**src/rtl/creg_fifo_if.sv**
```systemverilog
// Ready/valid bundle between the register stage, creg_fifo and its consumer.
// master drives the write side and the read-ready; slave is the FIFO itself.
interface creg_fifo_if #(
    parameter int WIDTH = 2,
    parameter int DEPTH = 4
);
    logic [WIDTH-1:0]         I;
    logic                     I_valid;
    logic                     I_ready;
    logic [WIDTH-1:0]         O;
    logic                     O_valid;
    logic                     O_ready;
    logic [$clog2(DEPTH):0]   count;

    modport master (
        output I, I_valid, O_ready,
        input  I_ready, O, O_valid, count
    );

    modport slave (
        input  I, I_valid, O_ready,
        output I_ready, O, O_valid, count
    );
endinterface

```
**src/rtl/creg_fifo.sv**
```systemverilog
// First-word-fall-through FIFO with fill counter behind the 2-bit register stage.
// Define CREG_FIFO_BYPASS_EN for a zero-latency path through an empty FIFO.
module creg_fifo #(
    parameter int WIDTH = 2,
    parameter int DEPTH = 4
) (
    input  logic        CLK,
    input  logic        RESET,
    creg_fifo_if.slave  bus
);
    localparam int AW = $clog2(DEPTH);
    localparam int CW = AW + 1;
    localparam logic [CW-1:0] FULL = CW'(DEPTH);

    logic [WIDTH-1:0] r_mem [DEPTH];
    logic [AW-1:0]    r_wr_ptr;
    logic [AW-1:0]    r_rd_ptr;
    logic [CW-1:0]    r_count;

    logic             w_full;
    logic             w_empty;
    logic             w_push;
    logic             w_pop;
    logic [WIDTH-1:0] w_head;

    assign w_full  = (r_count == FULL);
    assign w_empty = (r_count == '0);
    assign w_head  = r_mem[r_rd_ptr];

`ifdef CREG_FIFO_BYPASS_EN
    logic w_bypass;
    logic w_take;

    // An empty FIFO presents the incoming word directly; if it is taken
    // in the same cycle it never touches storage.
    assign w_bypass = w_empty & bus.I_valid;
    assign w_take   = w_bypass & bus.O_ready;
    assign w_push   = bus.I_valid & ~w_full & ~w_take;
    assign w_pop    = ~w_empty & bus.O_ready;

    assign bus.O_valid = ~w_empty | w_bypass;
    assign bus.O       = ~w_empty ? w_head :
                         (w_bypass ? bus.I : '0);
`else
    assign w_push = bus.I_valid & ~w_full;
    assign w_pop  = ~w_empty & bus.O_ready;

    assign bus.O_valid = ~w_empty;
    assign bus.O       = ~w_empty ? w_head : '0;
`endif

    assign bus.I_ready = ~w_full;
    assign bus.count   = r_count;

    always_ff @(posedge CLK) begin
        if (w_push && !RESET) begin
            r_mem[r_wr_ptr] <= bus.I;
        end
    end

    always_ff @(posedge CLK) begin
        if (RESET) begin
            r_wr_ptr <= '0;
            r_rd_ptr <= '0;
            r_count  <= '0;
        end else begin
            if (w_push) begin
                r_wr_ptr <= r_wr_ptr + 1'b1;
            end
            if (w_pop) begin
                r_rd_ptr <= r_rd_ptr + 1'b1;
            end
            unique case ({w_push, w_pop})
                2'b10:   r_count <= r_count + 1'b1;
                2'b01:   r_count <= r_count - 1'b1;
                default: r_count <= r_count;
            endcase
        end
    end
endmodule
```
**src/flat_wrapper.sv**
```systemverilog
// flat-port wrapper written by rule: the top's interface ports become plain ports
module creg_fifo_flat 
#(
    parameter int WIDTH = 2,
    parameter int DEPTH = 4
)
  (CLK, RESET, bus_I, bus_I_valid, bus_O_ready, bus_I_ready, bus_O, bus_O_valid, bus_count);
  creg_fifo_if #(.WIDTH(WIDTH), .DEPTH(DEPTH)) bus_i ();
  input  logic CLK;
  input  logic RESET;
  input wire logic [$bits(bus_i.I)-1:0] bus_I;
  input wire logic [$bits(bus_i.I_valid)-1:0] bus_I_valid;
  input wire logic [$bits(bus_i.O_ready)-1:0] bus_O_ready;
  output wire logic [$bits(bus_i.I_ready)-1:0] bus_I_ready;
  output wire logic [$bits(bus_i.O)-1:0] bus_O;
  output wire logic [$bits(bus_i.O_valid)-1:0] bus_O_valid;
  output wire logic [$bits(bus_i.count)-1:0] bus_count;
  assign bus_i.I = bus_I;
  assign bus_i.I_valid = bus_I_valid;
  assign bus_i.O_ready = bus_O_ready;
  assign bus_I_ready = bus_i.I_ready;
  assign bus_O = bus_i.O;
  assign bus_O_valid = bus_i.O_valid;
  assign bus_count = bus_i.count;
  creg_fifo #(.WIDTH(WIDTH), .DEPTH(DEPTH)) u_core (.CLK(CLK), .RESET(RESET), .bus(bus_i));
endmodule
```
**config.mk**
```make
export PLATFORM = sky130hd
export DESIGN_NAME = creg_fifo_flat
export DESIGN_NICKNAME = d
export VERILOG_FILES = /design/src/rtl/creg_fifo_if.sv /design/src/rtl/creg_fifo.sv /design/src/flat_wrapper.sv
export SDC_FILE = /design/constraint.sdc
export NUM_CORES = 1
export LEC_CHECK = 0
export BUFFER_PORTS_ARGS = -buffer_cell sky130_fd_sc_hd__clkbuf_2
export CORE_ASPECT_RATIO = 0.8
export CORE_MARGIN = 10
export CORE_UTILIZATION = 45
export CTS_BUF_LIST = sky130_fd_sc_hd__clkbuf_8
export CTS_CLUSTER_SIZE = 14
export DETAILED_ROUTE_END_ITERATION = 10
export GPL_ROUTABILITY_DRIVEN = 0
export PLACE_DENSITY = 0.65
export SLEW_MARGIN = 10
export SYNTH_ARGS = -nofsm -noshare
export SYNTH_HDL_FRONTEND = slang
export SYNTH_SLANG_ARGS = --single-unit
```
**constraint.sdc**
```tcl
create_clock -name CLK -period 4.32 [get_ports CLK]
set_input_delay 1.296 -clock CLK [delete_from_list [all_inputs] [get_ports CLK]]
set_output_delay 1.296 -clock CLK [all_outputs]
set_load 0.02 [all_outputs]
```
Word level (Yosys, flattened, before mapping)
Memories as Yosys holds them, arrays and structs flattened. A register that Yosys moved wholly into a read port is not among the register bits.
Index checks and enable logic that the tools add are counted.
- register bits after elaboration: 7
- RAM bits: 8
- input bits: 6
- output and inout port bits: 7
- word-level logic and storage cells: 25
- memories kept: 1
- memories (name ; words ; width ; read ports ; clocked after memory_dff ; wr ports ; RTL line ; source):
    u_core.r_mem ; 4 ; 2 ; 1 ; 1 ; 1 ; creg_fifo.sv:15 ; logic [WIDTH-1:0] r_mem [DEPTH];
- add/subtract/negate cells: 4
- equal/unequal tests: 3
- multiplexer cells: 6
- bitwise logic cells: 4
- reductions and logical operators: 4
- operator list (cell ; number):
    $mux 2 ; 3
    $pmux 3 s2 ; 1
    $add 2x1->2 const B ; 2
    $add 3x1->3 const B ; 1
    $eq 3x3->1 const B ; 1
    $logic_not 3->1 ; 1
    $sub 3x1->3 const B ; 1
    $and 1x1->1 ; 2
    $eq 2x1->1 const B ; 1
    $eq 2x2->1 const B ; 1
    $mux 1 ; 2
    $not 1->1 ; 2
    $reduce_bool 2->1 ; 1
    $logic_and 1x1->1 ; 1
    $logic_not 1->1 ; 1

Longest topological paths before layout
Gate-level depths: netlist of the first run.
- depth in word-level cells: 6
- depth in mapped cells: 9
- gate-level depth less buffers: 9

Worst setup path after synthesis of the first run
Ideal clock, no wire load.
- path kind: in2reg
- start: input bus_I_valid
- end: register u_core.r_count[2] (netlist: u_core.bus.count[2])
- setup time: 0.071 ns
- data arrival time: 2.802 ns
- data required time: 4.249 ns
- setup slack: 1.447 ns
- stages: 8
- buffers on the path: 0
- cell sequence: and2_4 > inv_1 > ha_1 > inv_1 > fa_1 > xor2_1 > or3_2 > a21oi_1
- word-level cells in the longest chain between the ends: 3
- elaborated cells on any way between the ends: 5
- those cells by class: 2 x eq/ne; 1 x mux; 1 x bitwise; 1 x reduce/logical
- RTL lines (element ; RTL line ; source):
    from (decl) ; flat_wrapper.sv:12 ; input wire logic [$bits(bus_i.I_valid)-1:0] bus_I_valid;
    $and 1x1->1 (*) ; creg_fifo.sv:45 ; assign w_push = bus.I_valid & ~w_full;
    $eq 2x1->1 / $eq 2x2->1 (equally long branches) ; creg_fifo.sv:73 ; unique case ({w_push, w_pop})
    $pmux 3 s2 / $reduce_bool 2->1 (equally long branches) ; - ;
    to (signal assigned) ; creg_fifo.sv:74 ; 2'b10: r_count <= r_count + 1'b1;
    to (signal assigned) ; creg_fifo.sv:75 ; 2'b01: r_count <= r_count - 1'b1;
    to (signal assigned) ; creg_fifo.sv:76 ; default: r_count <= r_count;
    to (decl) ; creg_fifo.sv:18 ; logic [CW-1:0] r_count;
Mark *: on every way between the ends. The rest lies on a longest branch, timed or not.
A chain may end at the register's enable or synchronous reset.

Worst setup path in the final report of the first run
Ends and elaborated chain as after synthesis.

==> results.txt, run 1 <==
Outcome -> complete, no violations
Number of global-route vias before repair -> 456
Worst slew pin tran -> 0.483 ns
Critical path arrival -> 2.97 ns
Final Power -> 569 µW
Dpl cells -> 99
Final hold vios -> 0
Total wire length -> 1330 µm
Fin cells -> 103
Core Region -> 1640 µm²
Setup bufs post-CTS -> 0
Number of port buffers -> 12
F_max -> 358 MHz
CTS tree -> built
Final core occ -> 0.558
Post-DR wirelength/cell -> 12.9 µm
Clock sink total -> 17
Flop pwr share -> 0.406
Sw frac -> 0.375
Vias per inst -> 4.79
Die H -> 57.4 µm
Clock network power share -> 0.199
Worst Reg2Reg Path Length in Cells -> 9
Synth cell types -> 23
Final setup violating endpoints -> 0
Post-CTS Resized -> 0
Synth-to-Final Area Change -> 16.4%
Syn_area_per_cell -> 11.9 µm²
Cells after synthesis -> 66
TritonCTS Buffers -> 3
Most used cell along the critical path -> inv_1
GR met1 Demand/Resource -> 0.0886
Min-Delay Startpoint -> u_core.r_rd_ptr[1]
Later-pin clock latency in the skew report -> 0.25 ns
Largest net degree at the start of global routing -> 15
FF-to-FF setup slack -> 1.81 ns
GR Util met3 -> 0.0429
DR iter-0 viols -> 17
Ports -> 13
Die width -> 66.8 µm
Final period util -> 0.646
Setup TNS -> 0 ns
Worst r2r dst -> u_core.bus.count[2]
Power Density -> 621 nW/µm²
Grt peak-use layer -> met2
First-pass DRT Iterations -> 4
Slew Limit Headroom -> 0.675
CTS clk-pin slew, worst paths -> 0.07 ns
First-pass GRT wire length -> 2120 µm
Unrepaired setup endpoints after global routing -> false
Peak supply drop -> 0.319 mV
Hold Buf Count CTS -> 0
Slowest CP cell -> or3_2
GRT Resource Usage Total -> 0.0713
Netlist Area Pre-Place -> 787 µm²
#FFs+latches synth -> 17
Max-Cap Viols -> 0
Worst Setup Start Kind -> primary input
# diodes -> 0
Comb pwr share -> 0.395
Final min period -> 2.79 ns
Max clock buf depth -> 2
Max Clock Skew -> 0.00549 ns
Share of the yosys chip area belonging to registers -> 0.534
Leak Pwr -> 0.379 nW
M2 GR Usage -> 0.105
R2R Path Start -> u_core.bus.count[2]
Remaining Overflow, GRT -> 0
Cells on Worst Hold Path -> 2
Internal -> 356 µW
WS Path Type -> in -> reg
Vias -> 493
Initial antenna violation count -> 0
DRT antenna net count -> 0
Max-slew violations -> 0
Htree depth -> 1
Synth warn -> 0
Fillcell total -> 141
CP peak stage delay -> 0.40 ns
DR DRC count -> 0
Reported net switching power -> 213 µW
Rows -> 13
Crit path max fanout -> 5
CTS root buffer -> clkbuf_8
Syn nets -> 78
Final hold slack -> 0.496 ns
CP endpoint kind -> flop
Nets -> 94
CP cell instances -> clkbuf_2, and2_4, inv_1, ha_1, inv_1, fa_1, xor2_1, or3_2, a21oi_1
Die area -> 3830 µm²
Share of layout cells above drive strength 1 -> 0.247
Min-Delay Path Class -> reg -> reg
Starting Density -> 0.479
Worst EP required -> 4.50 ns
-- cells in the final DEF, fill, tap and decap left out --
cell type / count
clkbuf_2: 12
inv_1: 9
dfxtp_1: 9
edfxtp_1: 8
nor2_1: 7
ha_1: 5
nor3b_1: 4
xor2_1: 3
a21oi_1: 3
clkbuf_8: 3
mux4_2: 2
nor2b_1: 2
o21ai_0: 2
nand2b_1: 2
o31ai_1: 1
or3b_1: 1
and2_4: 1
nor3_1: 1
nand2_1: 1
or3_1: 1
or3_2: 1
mux2i_1: 1
mux2_4: 1
fa_1: 1
-- stage by stage --
step	instance area, µm²	setup slack (ns)
final	916	1.53
after global routing	916	1.45
after CTS	916	1.53
after detailed placement	871	1.27
after global placement	871	1.30
after floorplan	787	1.45
-- cell usage after synthesis --
| master | number | area share |
|---|---|---|
| nor2_1 | 7 | 0.033 |
| or3b_1 | 1 | 0.011 |
| nor2b_1 | 2 | 0.016 |
| a21oi_1 | 3 | 0.019 |
| clkbuf_1 | 1 | 0.0048 |
| mux4_2 | 2 | 0.057 |
| or3_2 | 1 | 0.0095 |
| o21ai_0 | 2 | 0.013 |
| edfxtp_1 | 8 | 0.31 |
| dfxtp_1 | 9 | 0.23 |
| or3_1 | 1 | 0.0080 |
| nor3b_1 | 4 | 0.038 |
| nand2b_1 | 2 | 0.016 |
| mux2i_1 | 1 | 0.013 |
| nand2_1 | 1 | 0.0048 |
| fa_1 | 1 | 0.025 |
| and2_4 | 1 | 0.011 |
| nor3_1 | 1 | 0.0064 |
| mux2_4 | 1 | 0.019 |
| xor2_1 | 3 | 0.033 |
| inv_1 | 8 | 0.038 |
| o31ai_1 | 1 | 0.0095 |
| ha_1 | 5 | 0.079 |
-- how the worst max path moves through the flow --
stage / start / endpoint / slack [ns] / depth (start not counted)
2_1_floorplan: bus_I_valid / u_core.bus.count[2] / 1.45 / 8
3_3_place_gp: bus_I_valid / u_core.bus.count[2] / 1.30 / 9
3_5_place_dp: bus_I_valid / u_core.bus.count[2] / 1.27 / 9
4_1_cts: bus_I_valid / u_core.bus.count[2] / 1.53 / 9
5_1_grt: bus_I_valid / u_core.bus.count[2] / 1.45 / 9
6_report: bus_I_valid / u_core.bus.count[2] / 1.53 / 9
-- cell families after synthesis --
family / count (synthesis) / synth area share
AOI/OAI and AO/OA: 6 / 0.0413
xor gates and xnor gates: 3 / 0.0334
adders and majority gates: 6 / 0.105
buffers and inverters: 9 / 0.0429
DFF: 17 / 0.534
muxes: 4 / 0.0890
and+or+nand+nor: 21 / 0.154
-- worst max-delay path: cells and delay by family --
family	cells	cell delay [ns]
AO/OA/AOI/OAI	1	0.14
XOR/XNOR	1	0.15
adder cells (fa/ha/maj)	2	0.57
buffers and inverters	3	0.27
AND/OR/NAND/NOR	2	0.54
-- area by class of cell --
cell class	count	area, µm²	area share
tap	22	27.5	0.0301
inverter	8	30.0	0.0328
clock buffer	3	41.3	0.0451
clock inverter	1	3.75	0.00410
multi-input combinational	40	333	0.363
timing repair buffer	12	60.1	0.0656
sequential	17	420	0.459
-- power by group through the flow --
stage,Sequential [mW],Combinational (mW),Clock [mW]
floorplan,0.241,0.153,0
global placement,0.234,0.224,0
finish,0.231,0.225,0.113
detailed placement,0.235,0.228,0
CTS,0.232,0.229,0.116
global route,0.237,0.249,0.124
-- layer usage --
metal  wire [µm]  share of wire
met1         620           0.47
met4           0              0
met2         597           0.45
met3         108          0.081
met5           0              0
Note: power is estimated with default switching activity, not from simulation.
==> inputs of run 2 (changes only) <==
==> constraint.sdc (replaced) <==
create_clock -name CLK -period 2.7 [get_ports CLK]
set_input_delay 0.81 -clock CLK [delete_from_list [all_inputs] [get_ports CLK]]
set_output_delay 0.81 -clock CLK [all_outputs]
set_load 0.02 [all_outputs]
==> run 2 against run 1 <==
Against the previous run: count of clock-buffer cells in the layout stayed put; register-to-register slack worse by 1.7 ns; routed wire length is 2.9% lower; die area stayed put; first-iteration DRC count stayed put; largest cell class unchanged; global-route usage hardly changed; combinational power is 58% higher.
==> results.txt, run 2 (synthesized netlist as in run 1, its figures left out) <==
Outcome -> complete, no violations
Core Region -> 1640 µm² (unchanged)
Die width -> 66.8 µm (unchanged)
Largest net degree at the start of global routing -> 15 (unchanged)
Hpwl dp -> 994 µm
Worst Setup Start Kind -> flop
Die area -> 3830 µm² (unchanged)
Most used cell along the critical path -> inv_1
Post-CTS Resized -> 0 (unchanged)
Max-Cap Viols -> 0 (unchanged)
First-pass DRT Iterations -> 4 (unchanged)
Setup bufs post-CTS -> 0 (unchanged)
Slew Limit Headroom -> 0.679 (+0.00371)
CP cell instances -> or3b_1, and2_4, inv_1, ha_1, inv_1, fa_1, xor2_1, or3_2, a21oi_1
DRT antenna net count -> 0 (unchanged)
Die H -> 57.4 µm (unchanged)
Number of global-route vias before repair -> 519 (+14%)
CTS root buffer -> clkbuf_8
CP peak stage delay -> 0.41 ns (about the same)
CTS clk-pin slew, worst paths -> 0.06 ns (about the same)
DR DRC count -> 0 (unchanged)
Grt peak-use layer -> met2
Unrepaired setup endpoints after global routing -> false
First-pass GRT wire length -> 2160 µm (+1.9%)
Clock sink total -> 17 (unchanged)
Max Clock Skew -> 0.00202 ns (-0.00347 ns)
Ports -> 13 (unchanged)
Rows -> 13 (unchanged)
Commonest non-fill, non-tap cell in the layout -> clkbuf_2
Nets -> 94 (unchanged)
Flop pwr share -> 0.408 (+0.002)
Sw frac -> 0.373 (-0.00219)
Final min period -> 2.54 ns
CTS tree -> built
Worst slew pin tran -> 0.478 ns (-0.00552 ns)
Reported net switching power -> 337 µW (+58%)
Worst EP required -> 2.87 ns (-1.63 ns)
Max clock buf depth -> 2 (unchanged)
WS Path Type -> reg -> reg
GR met1 Demand/Resource -> 0.0785 (-0.0101)
F_max -> 393 MHz
Remaining Overflow, GRT -> 0 (unchanged)
Setup TNS -> 0 ns (unchanged)
Internal -> 568 µW (+60%)
Vias -> 484 (-1.8%)
Final setup violating endpoints -> 0 (unchanged)
Initial antenna violation count -> 0 (unchanged)
TritonCTS Buffers -> 3 (unchanged)
Hold Buf Count CTS -> 0 (unchanged)
Final period util -> 0.942
Number of port buffers -> 12 (unchanged)
Crit path max fanout -> 6 (+1)
DR iter-0 viols -> 17 (unchanged)
Peak supply drop -> 0.415 mV (+30%)
Share of layout cells above drive strength 1 -> 0.247 (unchanged)
Cell area after layout -> 916 µm² (unchanged)
Placed cell area -> 871 µm² (unchanged)
GR Util met3 -> 0.0351 (-0.00780)
Most frequent cells in the layout -> clkbuf_2, inv_1, dfxtp_1
Leak Pwr -> 0.379 nW (unchanged)
Synth-to-Final Area Change -> 16.4% (unchanged)
GRT Resource Usage Total -> 0.0709 (-0.000392)
M2 GR Usage -> 0.118 (+0.0122)
Clock network power share -> 0.198 (about the same)
Post-DR wirelength/cell -> 12.5 µm (-2.9%)
Later-pin clock latency in the skew report -> 0.24 ns (about the same)
Vias per inst -> 4.70 (-1.8%)
Htree depth -> 1 (unchanged)
# diodes -> 0 (unchanged)
Final Power -> 905 µW (+59%)
CP endpoint kind -> flop
Starting Density -> 0.479 (unchanged)
Power Density -> 988 nW/µm² (+59%)
Final hold vios -> 0 (unchanged)
Max-slew violations -> 0 (unchanged)
Total wire length -> 1290 µm (-2.9%)
Min-Delay Path Class -> reg -> reg
Critical path arrival -> 2.71 ns (-0.26 ns)
Slowest CP cell -> dfxtp_1
Comb pwr share -> 0.394 (about the same)
run 2: cell counts in the layout (fill, tap and decap cells not counted):
Identical to the previous run, type by type.
run 2: final timing paths:
| kind | startpoint | to | slack (ns) | depth (start not counted) |
|---|---|---|---|---|
| min | u_core.r_rd_ptr[1] | flop | 0.49 | 2 |
| max | u_core.bus.count[2] | u_core.bus.count[2] | 0.16 | 9 |
| min reg2reg | u_core.r_rd_ptr[1] | flop | 0.49 | 2 |
| max reg2reg | u_core.bus.count[2] | u_core.bus.count[2] | 0.16 | 9 |
run 2: critical path: cells and delay by family (launching register included):
family | cells | cell delay, ns
simple gates | 3 | 0.98
flops | 1 | 0.41
compound gates | 1 | 0.16
xor+xnor | 1 | 0.15
fa+ha+maj | 2 | 0.58
buf+inv | 2 | 0.20
run 2: metrics by stage:
step / setup WS [ns] / utilization / hold slack, ns / cells
floorplan: 0.0754 / - / 0.459 / 66
global placement: 0.149 / 0.530 / 0.475 / 99
detailed placement: 0.0979 / 0.530 / 0.482 / 99
CTS: 0.158 / 0.558 / 0.490 / 103
global route: 0.0541 / 0.558 / 0.525 / 103
finish: 0.158 / 0.558 / 0.491 / 103
run 2: area by class of cell:
cell class | instances | area (µm²)
Fill cell | 154 | 727
Tap cell | 22 | 27.5
Multi-Input combinational cell | 40 | 333
Clock buffer | 3 | 41.3
Inverter | 8 | 30.0
Sequential cell | 17 | 420
Clock inverter | 1 | 3.75
Timing Repair Buffer | 12 | 60.1
run 2: power by group through the flow:
stage / clock (mW) / sequential, mW / combinational [mW]
detailed placement: 0 / 0.375 / 0.361
global placement: 0 / 0.374 / 0.357
global route: 0.197 / 0.380 / 0.401
finish: 0.179 / 0.369 / 0.356
CTS: 0.186 / 0.370 / 0.364
floorplan: 0 / 0.386 / 0.245
run 2: metal layers:
layer / vias up / wire [µm]
met1: 218 / 629
met3: 0 / 103
met2: 11 / 554
li1: 255 / -
met4: 0 / 0
met5: - / 0
